## src/rtl/uart_pkg.sv

```systemverilog
// rtl/uart_pkg.sv - shared state encoding and sampling constants for the UART receiver
package uart_pkg;

  typedef enum logic [2:0] {
    IDLE  = 3'd0,
    START = 3'd1,
    DATA  = 3'd2,
    STOP  = 3'd3,
    BREAK = 3'd4
  } rx_state_e;

  localparam int         UART_OVS  = 16;
  localparam logic [3:0] SMP_A     = 4'd7;
  localparam logic [3:0] SMP_B     = 4'd8;
  localparam logic [3:0] SMP_C     = 4'd9;
  localparam logic [3:0] TICK_LAST = 4'(UART_OVS - 1);

  function automatic logic maj3(input logic a, input logic b, input logic c);
    return (a & b) | (a & c) | (b & c);
  endfunction

endpackage

```

## src/rtl/uart_baud_tick.sv

```systemverilog
// rtl/uart_baud_tick.sv - oversampling tick generator, one pulse every CLK_HZ/(BAUD*OVS) clocks
module uart_baud_tick #(
  parameter int CLK_HZ = 50_000_000,
  parameter int BAUD   = 115_200,
  parameter int OVS    = 16
) (
  input  logic i_Clk,
  input  logic i_Rst,
  input  logic i_Clr,
  output logic o_Tick
);

  localparam int DIV_RAW = CLK_HZ / (BAUD * OVS);
  localparam int DIV     = (DIV_RAW < 1) ? 1 : DIV_RAW;
  localparam int CW      = (DIV > 1) ? $clog2(DIV) : 1;
  localparam logic [CW-1:0] CNT_LAST = CW'(DIV - 1);

  logic [CW-1:0] cnt_q, cnt_d;

  always_comb begin
    cnt_d = cnt_q + 1'b1;
    if (i_Clr || (cnt_q == CNT_LAST)) cnt_d = '0;
  end

  always_ff @(posedge i_Clk) begin
    if (i_Rst) cnt_q <= '0;
    else       cnt_q <= cnt_d;
  end

  // Suppressed while clearing so the first tick lands a full period after the edge.
  assign o_Tick = (cnt_q == CNT_LAST) && !i_Clr;

endmodule

```

## src/rtl/uart_rx_ovs.sv

```systemverilog
// rtl/uart_rx_ovs.sv - 16x oversampling UART receiver with majority-vote sampling and break recovery
import uart_pkg::*;

module uart_rx_ovs #(
  parameter int CLK_HZ = 50_000_000,
  parameter int BAUD   = 115_200,
  parameter int OVS    = 16
) (
  input  logic       i_Clk,
  input  logic       i_Rst,
  input  logic       i_Rx,
  output logic       o_Rx_fDone,
  output logic [7:0] o_Rx_Data,
  output logic       o_Rx_fErr,
  output logic       o_Rx_fBusy
);

  rx_state_e  state_q, state_d;
  logic       sync1_q, sync2_q, prev_q;
  logic [3:0] smp_q, smp_d;
  logic [2:0] bit_q, bit_d;
  logic [7:0] shift_q, shift_d;
  logic [7:0] data_q, data_d;
  logic       s7_q, s7_d, s8_q, s8_d;
  logic       done_q, done_d, err_q, err_d;
  logic       tick, clr, maj;

  uart_baud_tick #(.CLK_HZ(CLK_HZ), .BAUD(BAUD), .OVS(OVS)) u_tick (
    .i_Clk (i_Clk),
    .i_Rst (i_Rst),
    .i_Clr (clr),
    .o_Tick(tick)
  );

  assign maj = maj3(s7_q, s8_q, sync2_q);

  always_comb begin
    state_d = state_q;
    smp_d   = smp_q;
    bit_d   = bit_q;
    shift_d = shift_q;
    data_d  = data_q;
    s7_d    = s7_q;
    s8_d    = s8_q;
    done_d  = 1'b0;
    err_d   = 1'b0;
    clr     = 1'b0;

    if (tick && (smp_q == SMP_A)) s7_d = sync2_q;
    if (tick && (smp_q == SMP_B)) s8_d = sync2_q;

    case (state_q)
      IDLE: begin
        if (prev_q && !sync2_q) begin
          state_d = START;
          smp_d   = '0;
          bit_d   = '0;
          clr     = 1'b1;
        end
      end
      START: begin
        if (tick) begin
          smp_d = smp_q + 4'd1;
          if ((smp_q == SMP_C) && maj)  state_d = IDLE;
          else if (smp_q == TICK_LAST)  state_d = DATA;
        end
      end
      DATA: begin
        if (tick) begin
          smp_d = smp_q + 4'd1;
          if (smp_q == SMP_C) shift_d = {maj, shift_q[7:1]};
          if (smp_q == TICK_LAST) begin
            bit_d = bit_q + 3'd1;
            if (bit_q == 3'd7) state_d = STOP;
          end
        end
      end
      STOP: begin
        if (tick) begin
          smp_d = smp_q + 4'd1;
          if (smp_q == SMP_C) begin
            if (maj) begin
              data_d  = shift_q;
              done_d  = 1'b1;
              state_d = IDLE;
            end else begin
              err_d   = 1'b1;
              smp_d   = '0;
              state_d = BREAK;
            end
          end
        end
      end
      BREAK: begin
        // smp counts consecutive high ticks; any low sample restarts the count.
        if (tick) begin
          if (sync2_q) begin
            smp_d = smp_q + 4'd1;
            if (smp_q == TICK_LAST) state_d = IDLE;
          end else begin
            smp_d = '0;
          end
        end
      end
      default: state_d = IDLE;
    endcase
  end

  always_ff @(posedge i_Clk) begin
    if (i_Rst) begin
      state_q <= IDLE;
      sync1_q <= 1'b1;
      sync2_q <= 1'b1;
      prev_q  <= 1'b1;
      smp_q   <= '0;
      bit_q   <= '0;
      shift_q <= '0;
      data_q  <= '0;
      s7_q    <= 1'b0;
      s8_q    <= 1'b0;
      done_q  <= 1'b0;
      err_q   <= 1'b0;
    end else begin
      state_q <= state_d;
      sync1_q <= i_Rx;
      sync2_q <= sync1_q;
      prev_q  <= sync2_q;
      smp_q   <= smp_d;
      bit_q   <= bit_d;
      shift_q <= shift_d;
      data_q  <= data_d;
      s7_q    <= s7_d;
      s8_q    <= s8_d;
      done_q  <= done_d;
      err_q   <= err_d;
    end
  end

  assign o_Rx_fDone = done_q;
  assign o_Rx_fErr  = err_q;
  assign o_Rx_Data  = data_q;
  assign o_Rx_fBusy = (state_q != IDLE);

endmodule

```

## config.mk

```make
export PLATFORM = sky130hd
export DESIGN_NAME = uart_rx_ovs
export DESIGN_NICKNAME = d
export VERILOG_FILES = /design/src/rtl/uart_pkg.sv /design/src/rtl/uart_baud_tick.sv /design/src/rtl/uart_rx_ovs.sv
export SDC_FILE = /design/constraint.sdc
export NUM_CORES = 1
export LEC_CHECK = 0
export ABC_CLOCK_PERIOD_IN_PS = 4400
export CORE_ASPECT_RATIO = 0.9
export CORE_MARGIN = 1
export CORE_UTILIZATION = 50
export DETAILED_ROUTE_END_ITERATION = 8
export MAX_ROUTING_LAYER = met4
export PLACE_DENSITY = 0.7
export SLEW_MARGIN = 20
export SYNTH_ARGS = -nofsm -noshare
export SYNTH_HDL_FRONTEND = slang
export SYNTH_HIERARCHICAL = 1
export SYNTH_SLANG_ARGS = --single-unit
```

## constraint.sdc

```tcl
create_clock -name i_Clk -period 4.4 [get_ports i_Clk]
set_input_delay 1.1 -clock i_Clk [delete_from_list [all_inputs] [get_ports i_Clk]]
set_output_delay 1.1 -clock i_Clk [all_outputs]
set_load 0.02 [all_outputs]
```

Word level (Yosys, flattened, before mapping)
Index checks and enable logic that the tools add are counted.

Register bits after elaboration: 38. Bits in latches: 0. Memory bits (writable): 0. Memory bits (read-only): 0. Input bits: 3. Output and inout port bits: 11. Logic and storage cells: 96. Memories kept: 0.

Add/subtract/negate cells: 3. $mul: 0. Divide/modulo/power cells: 0. $lt $le $gt $ge: 0. Eq/ne operators: 22. Shift operators: 0. Muxes and demuxes: 30. Bitwise gates (word level): 8. Reductions and logical operators: 20.

Operators with widths (number): two-way mux 3 bit (16); two-way mux 4 bit (7); != test 2 bit, second input constant (10); one-hot mux 4 bit (4 select lines) (1); one-hot mux 3 bit (5 select lines) (1); equality test 4 bit, second input constant (3); AND reduction 11 bit (1); AND reduction 4 bit (2); equality test 3 x 2 -> 1 bit, second input constant (2); equality test 3 bit, second input constant (2); one-hot mux 3 bit (2 select lines) (1); adder 5 x 1 -> 5 bit, second input constant (1); equality test 5 bit, second input constant (1); logical AND 1 bit (5); AND reduction 5 bit (1); adder 4 x 1 -> 4 bit, second input constant (1); equality test 4 x 3 -> 1 bit, second input constant (1); two-way mux 1 bit (4); nonzero test 4 bit (1); OR reduction 2 bit (2); OR reduction 4 bit (1); adder 3 x 1 -> 3 bit, second input constant (1); bitwise AND 1 bit (3); equality test 3 x 1 -> 1 bit, second input constant (1); other kinds (10) (14).

Longest topological paths before layout
Depth in word-level cells: 8. Mapped depth: 10. Gate-level depth less buffers: 9.

Cells and area by module
The synthesis kept the hierarchy.

By module, submodules not included: uart_rx_ovs (times used 1, cells an instance 169, area an instance 1562.7 um^2, sequential area each 660.6 um^2); uart_baud_tick (times used 1, cells an instance 22, area an instance 206.4 um^2, sequential area each 100.1 um^2).

Worst setup path before layout
OpenSTA, ideal clock, no wires.

Path type: reg2reg. Start: reg state_q[2]. End: reg state_q[0]. Data arrival time: 2.133 ns. Data required time: 4.279 ns. Path slack: 2.146 ns. Cell stages (with the launch flop): 10. Clock period less this slack: 2.254 ns. Cells stage by stage: dfxtp_1 > buf_6 > buf_2 > nor4_1 > nor2_1 > buf_2 > or4b_1 > and3_4 > o21a_1 > mux2_4.

Cells in the longest elaborated chain, start to end: 6. Elaborated cells on any way between the ends: 21. Those cells by class: eq/ne (15); mux (2); reduce/logical (4).

RTL lines: start, declared (RTL line uart_rx_ovs.sv:18) `rx_state_e state_q, state_d;`; start signal, assigned (RTL line uart_rx_ovs.sv:124) `state_q <= state_d;`; logical NOT 3 bit (*) (RTL line uart_rx_ovs.sv:52) `case (state_q)`; two-way mux 1 bit (*) (RTL line uart_rx_ovs.sv:52); named net clr (RTL line uart_rx_ovs.sv:26) `logic tick, clr, maj;`; logical NOT 1 bit (*) (RTL line uart_baud_tick.sv:31) `assign o_Tick = (cnt_q == CNT_LAST) && !i_Clr;`; logical AND 1 bit (*) (RTL line uart_baud_tick.sv:31); named net tick (RTL line uart_rx_ovs.sv:26); != test 2 bit (no source line); AND reduction 11 bit (no source line) (*).

The timed path passes the listed nets; every way through them passes the cells marked *. A chain may end at the register's enable or synchronous reset.

Worst setup path after layout
Start: reg state_q[1]. End: out o_Rx_fBusy.

Cells in the longest elaborated chain, start to end: 1.

RTL lines: nonzero test 3 bit (RTL line uart_rx_ovs.sv:142) `assign o_Rx_fBusy = (state_q != IDLE);`; end, declared (RTL line uart_rx_ovs.sv:15) `output logic o_Rx_fBusy`.

No other way between the ends.

==> out/results.tsv <==
metric	value	unit
htreeDepth	2	
wl	3.136	mm
layout_common_cells	38 x dfxtp_1, 34 x nor2_1, 20 x mux2i_1	
cts_hold_buf	0	
nNetsFinal	211	
hold_viol	0	
synth-adder-area-share	0.05587	
tightest_slew	0.5822	ns
ys_ff_latch	38	
peakVddDrop	0.0002831	V
fmax	349.2	MHz
skew	0.003890	ns
grt_max_degree	36	
gp_congestion	0.7703	
dieArea	3780	um2
yosys-top-cells-area	dfxtp_1 43%, mux2i_1 11%, nor2_1 7.2%	
track_usage	0.1998	
post_synth_num_cell_types	43	
viasPerCell	5.362	
synthArstFlopShare	0	
yosysTopAreaCell	dfxtp_1	
crit_arrival	1.76	ns
crit_family	buffers and inverters	
drive_gt1_frac	0.09901	
holdCritPathClass	reg -> reg	
cp_num_buf_inv	1	
syn_avg_cell_area	9.263	um2
grt.overflow.total	0	
yosysSeqAreaShare	0.4300	
dp_hpwl	2.109	mm
synth_top_family_by_area	simple AND/OR/NAND/NOR gates	
reg2reg_to	state_q[0]$_SDFFE_PP0P_	
n_antenna_cell	0	
finalCoreUtilization	0.5933	
critPathMaxStageDelay	0.55	ns
grt_pass1_vias	1272	
die_x	64.70	um
synthCells	191	
cts.reportedPaths.clkPinSlew	0.07	ns
clockBufferDepth	2	
numCtsBuffers	5	
area_growth	13.30	%
dieHeight	58.43	um
ios	14	
clock_latency	0.29	ns
cts.repair.resized	0	
regArea	760.7	um2
synth_fp_nets	201	
synthSimpleGateAreaFrac	0.2815	
dp.cells	238	
path_class	reg -> out	
hold_start	sync1_q$_SDFF_PP1_	
synth_xor_area_frac	0.01485	
reg2reg_slack	1.76	ns
status	complete, no violations	
numPortBuffers	13	
yosysWarnings	6	
core	3378	um2
row_count	20	
fin_crit_sh	0.6508	
first_iter_violations	61	
ant_nets	0	
rsz0062_at_grt	no	
start_util	0.5237	
min_period	2.863	ns
antenna_found_initial	0	
cp_max_fo	17	
finalPower	0.8866	mW
reg2reg_depth	7	
drc	0	
cellPowerDensity	442.3	nW/um2
r2r-start	state_q[1]$_SDFFE_PP0P_	
drtPass1Iterations	4	
post_cts_buffers	0	
cts-root-buf	clkbuf_8	
cts_sinks	38	
grt_pass1_wl	5.589	mm
multi_input_area	945.9	um2
drv_cap	0	
synth_top_area_frac	0.4300	
crit_chain	or3_1, clkdlybuf4s50_1	
min_to	sync2_q$_SDFF_PP1_	
fillers	305	
instances_no_fill	246	
holdWs	0.4126	ns
power.leakage	0.7956	nW
drt-wirelength-per-cell	12.75	um
synth_compound_area_frac	0.06082	
netlist_area	1769	um2
setup_tns	0	ns
setup_viol	0	
ys.flop_type	dfxtp_1	
synth_edf_count	0	
slowest_stage	clkdlybuf4s50_1	
min_path_cells	1	
startpoint_type	flop	
required	3.30	ns
report.final.slew_viol_count	0	
tritoncts	built	
end_kind	primary output	
synth.area.mux_share	0.1216	
final_common_cell	dfxtp_1	
relSlewSlack	0.6104	
via_count	1319	
## report_power, final
group / internal [mW] / switching, mW / leakage, nW
registers: 0.360 / 0.0395 / 0.307
clock network: 0.169 / 0.117 / 0.0524
logic: 0.0968 / 0.104 / 0.436
total: 0.626 / 0.261 / 0.796
## synth_stat cells, drive strengths merged (2+ instances only)
cell type	n
dfxtp	38
nor2	36
mux2i	20
nand2	13
nand3	9
ha	7
buf	6
a21oi	5
clkbuf	4
nand3b	4
a31oi	3
and3	3
inv	3
nand4	3
nand4b	3
o21ai	3
or2	3
a211oi	2
a32oi	2
and2	2
nor2b	2
nor3	2
nor3b	2
nor4	2
o21a	2
or4b	2
xor2	2
## state kept, by name (all words and copies together), names as in the netlist
register      count
o_Rx_Data         8
shift_q           8
u_tick/cnt_q      5
smp_q             4
bit_q             3
state_q           3
o_Rx_fDone        1
o_Rx_fErr         1
prev_q            1
s7_q              1
s8_q              1
sync1_q           1
sync2_q           1
## cell families after synthesis
group | after synthesis
flops | 38
compound gates | 17
xor+xnor | 3
simple gates | 91
fa+ha+maj | 8
mux | 21
buf+inv | 13
## worst reg2reg max path, stage by stage, from the launching register on
cell	delay, ns
dfxtp_1	0.63
nor4_1	0.15
nor2_1	0.49
nand4b_1	0.35
a32oi_1	0.25
and3_4	0.22
o21a_1	0.14
mux2_4	0.30
## metal layers
layer  wire, um  GRT usage
met5          0          -
met4         28    0.06667
met3        103    0.06977
met2       1348     0.2842
met1       1656     0.2630
## through the flow
step,cell area [um2],setup slack [ns]
finish,2004,1.537
global route,2004,1.460
CTS,2009,1.540
detailed placement,1903,1.514
global placement,1903,1.566
floorplan,1769,2.146
## area by class of cell
type | count | share of cell area
inverter | 3 | 0.005618
timing repair buffer | 13 | 0.06242
clock inverter | 1 | 0.01498
clock buffer | 7 | 0.03808
multi-input combinational | 140 | 0.4719
tap | 44 | 0.02747
sequential | 38 | 0.3795
## worst max path at each step
| stage | start | end | cells after the start |
|---|---|---|---|
| final | state_q[1]$_SDFFE_PP0P_ | o_Rx_fBusy | 2 |
| after global routing | state_q[1]$_SDFFE_PP0P_ | o_Rx_fBusy | 2 |
| after CTS | state_q[1]$_SDFFE_PP0P_ | o_Rx_fBusy | 2 |
| after detailed placement | i_Rst | state_q[0]$_SDFFE_PP0P_ | 3 |
| after global placement | i_Rst | state_q[0]$_SDFFE_PP0P_ | 3 |
| after floorplan | state_q[2]$_SDFFE_PP0P_ | state_q[0]$_SDFFE_PP0P_ | 9 |
Power figures use the tool's default switching activity.
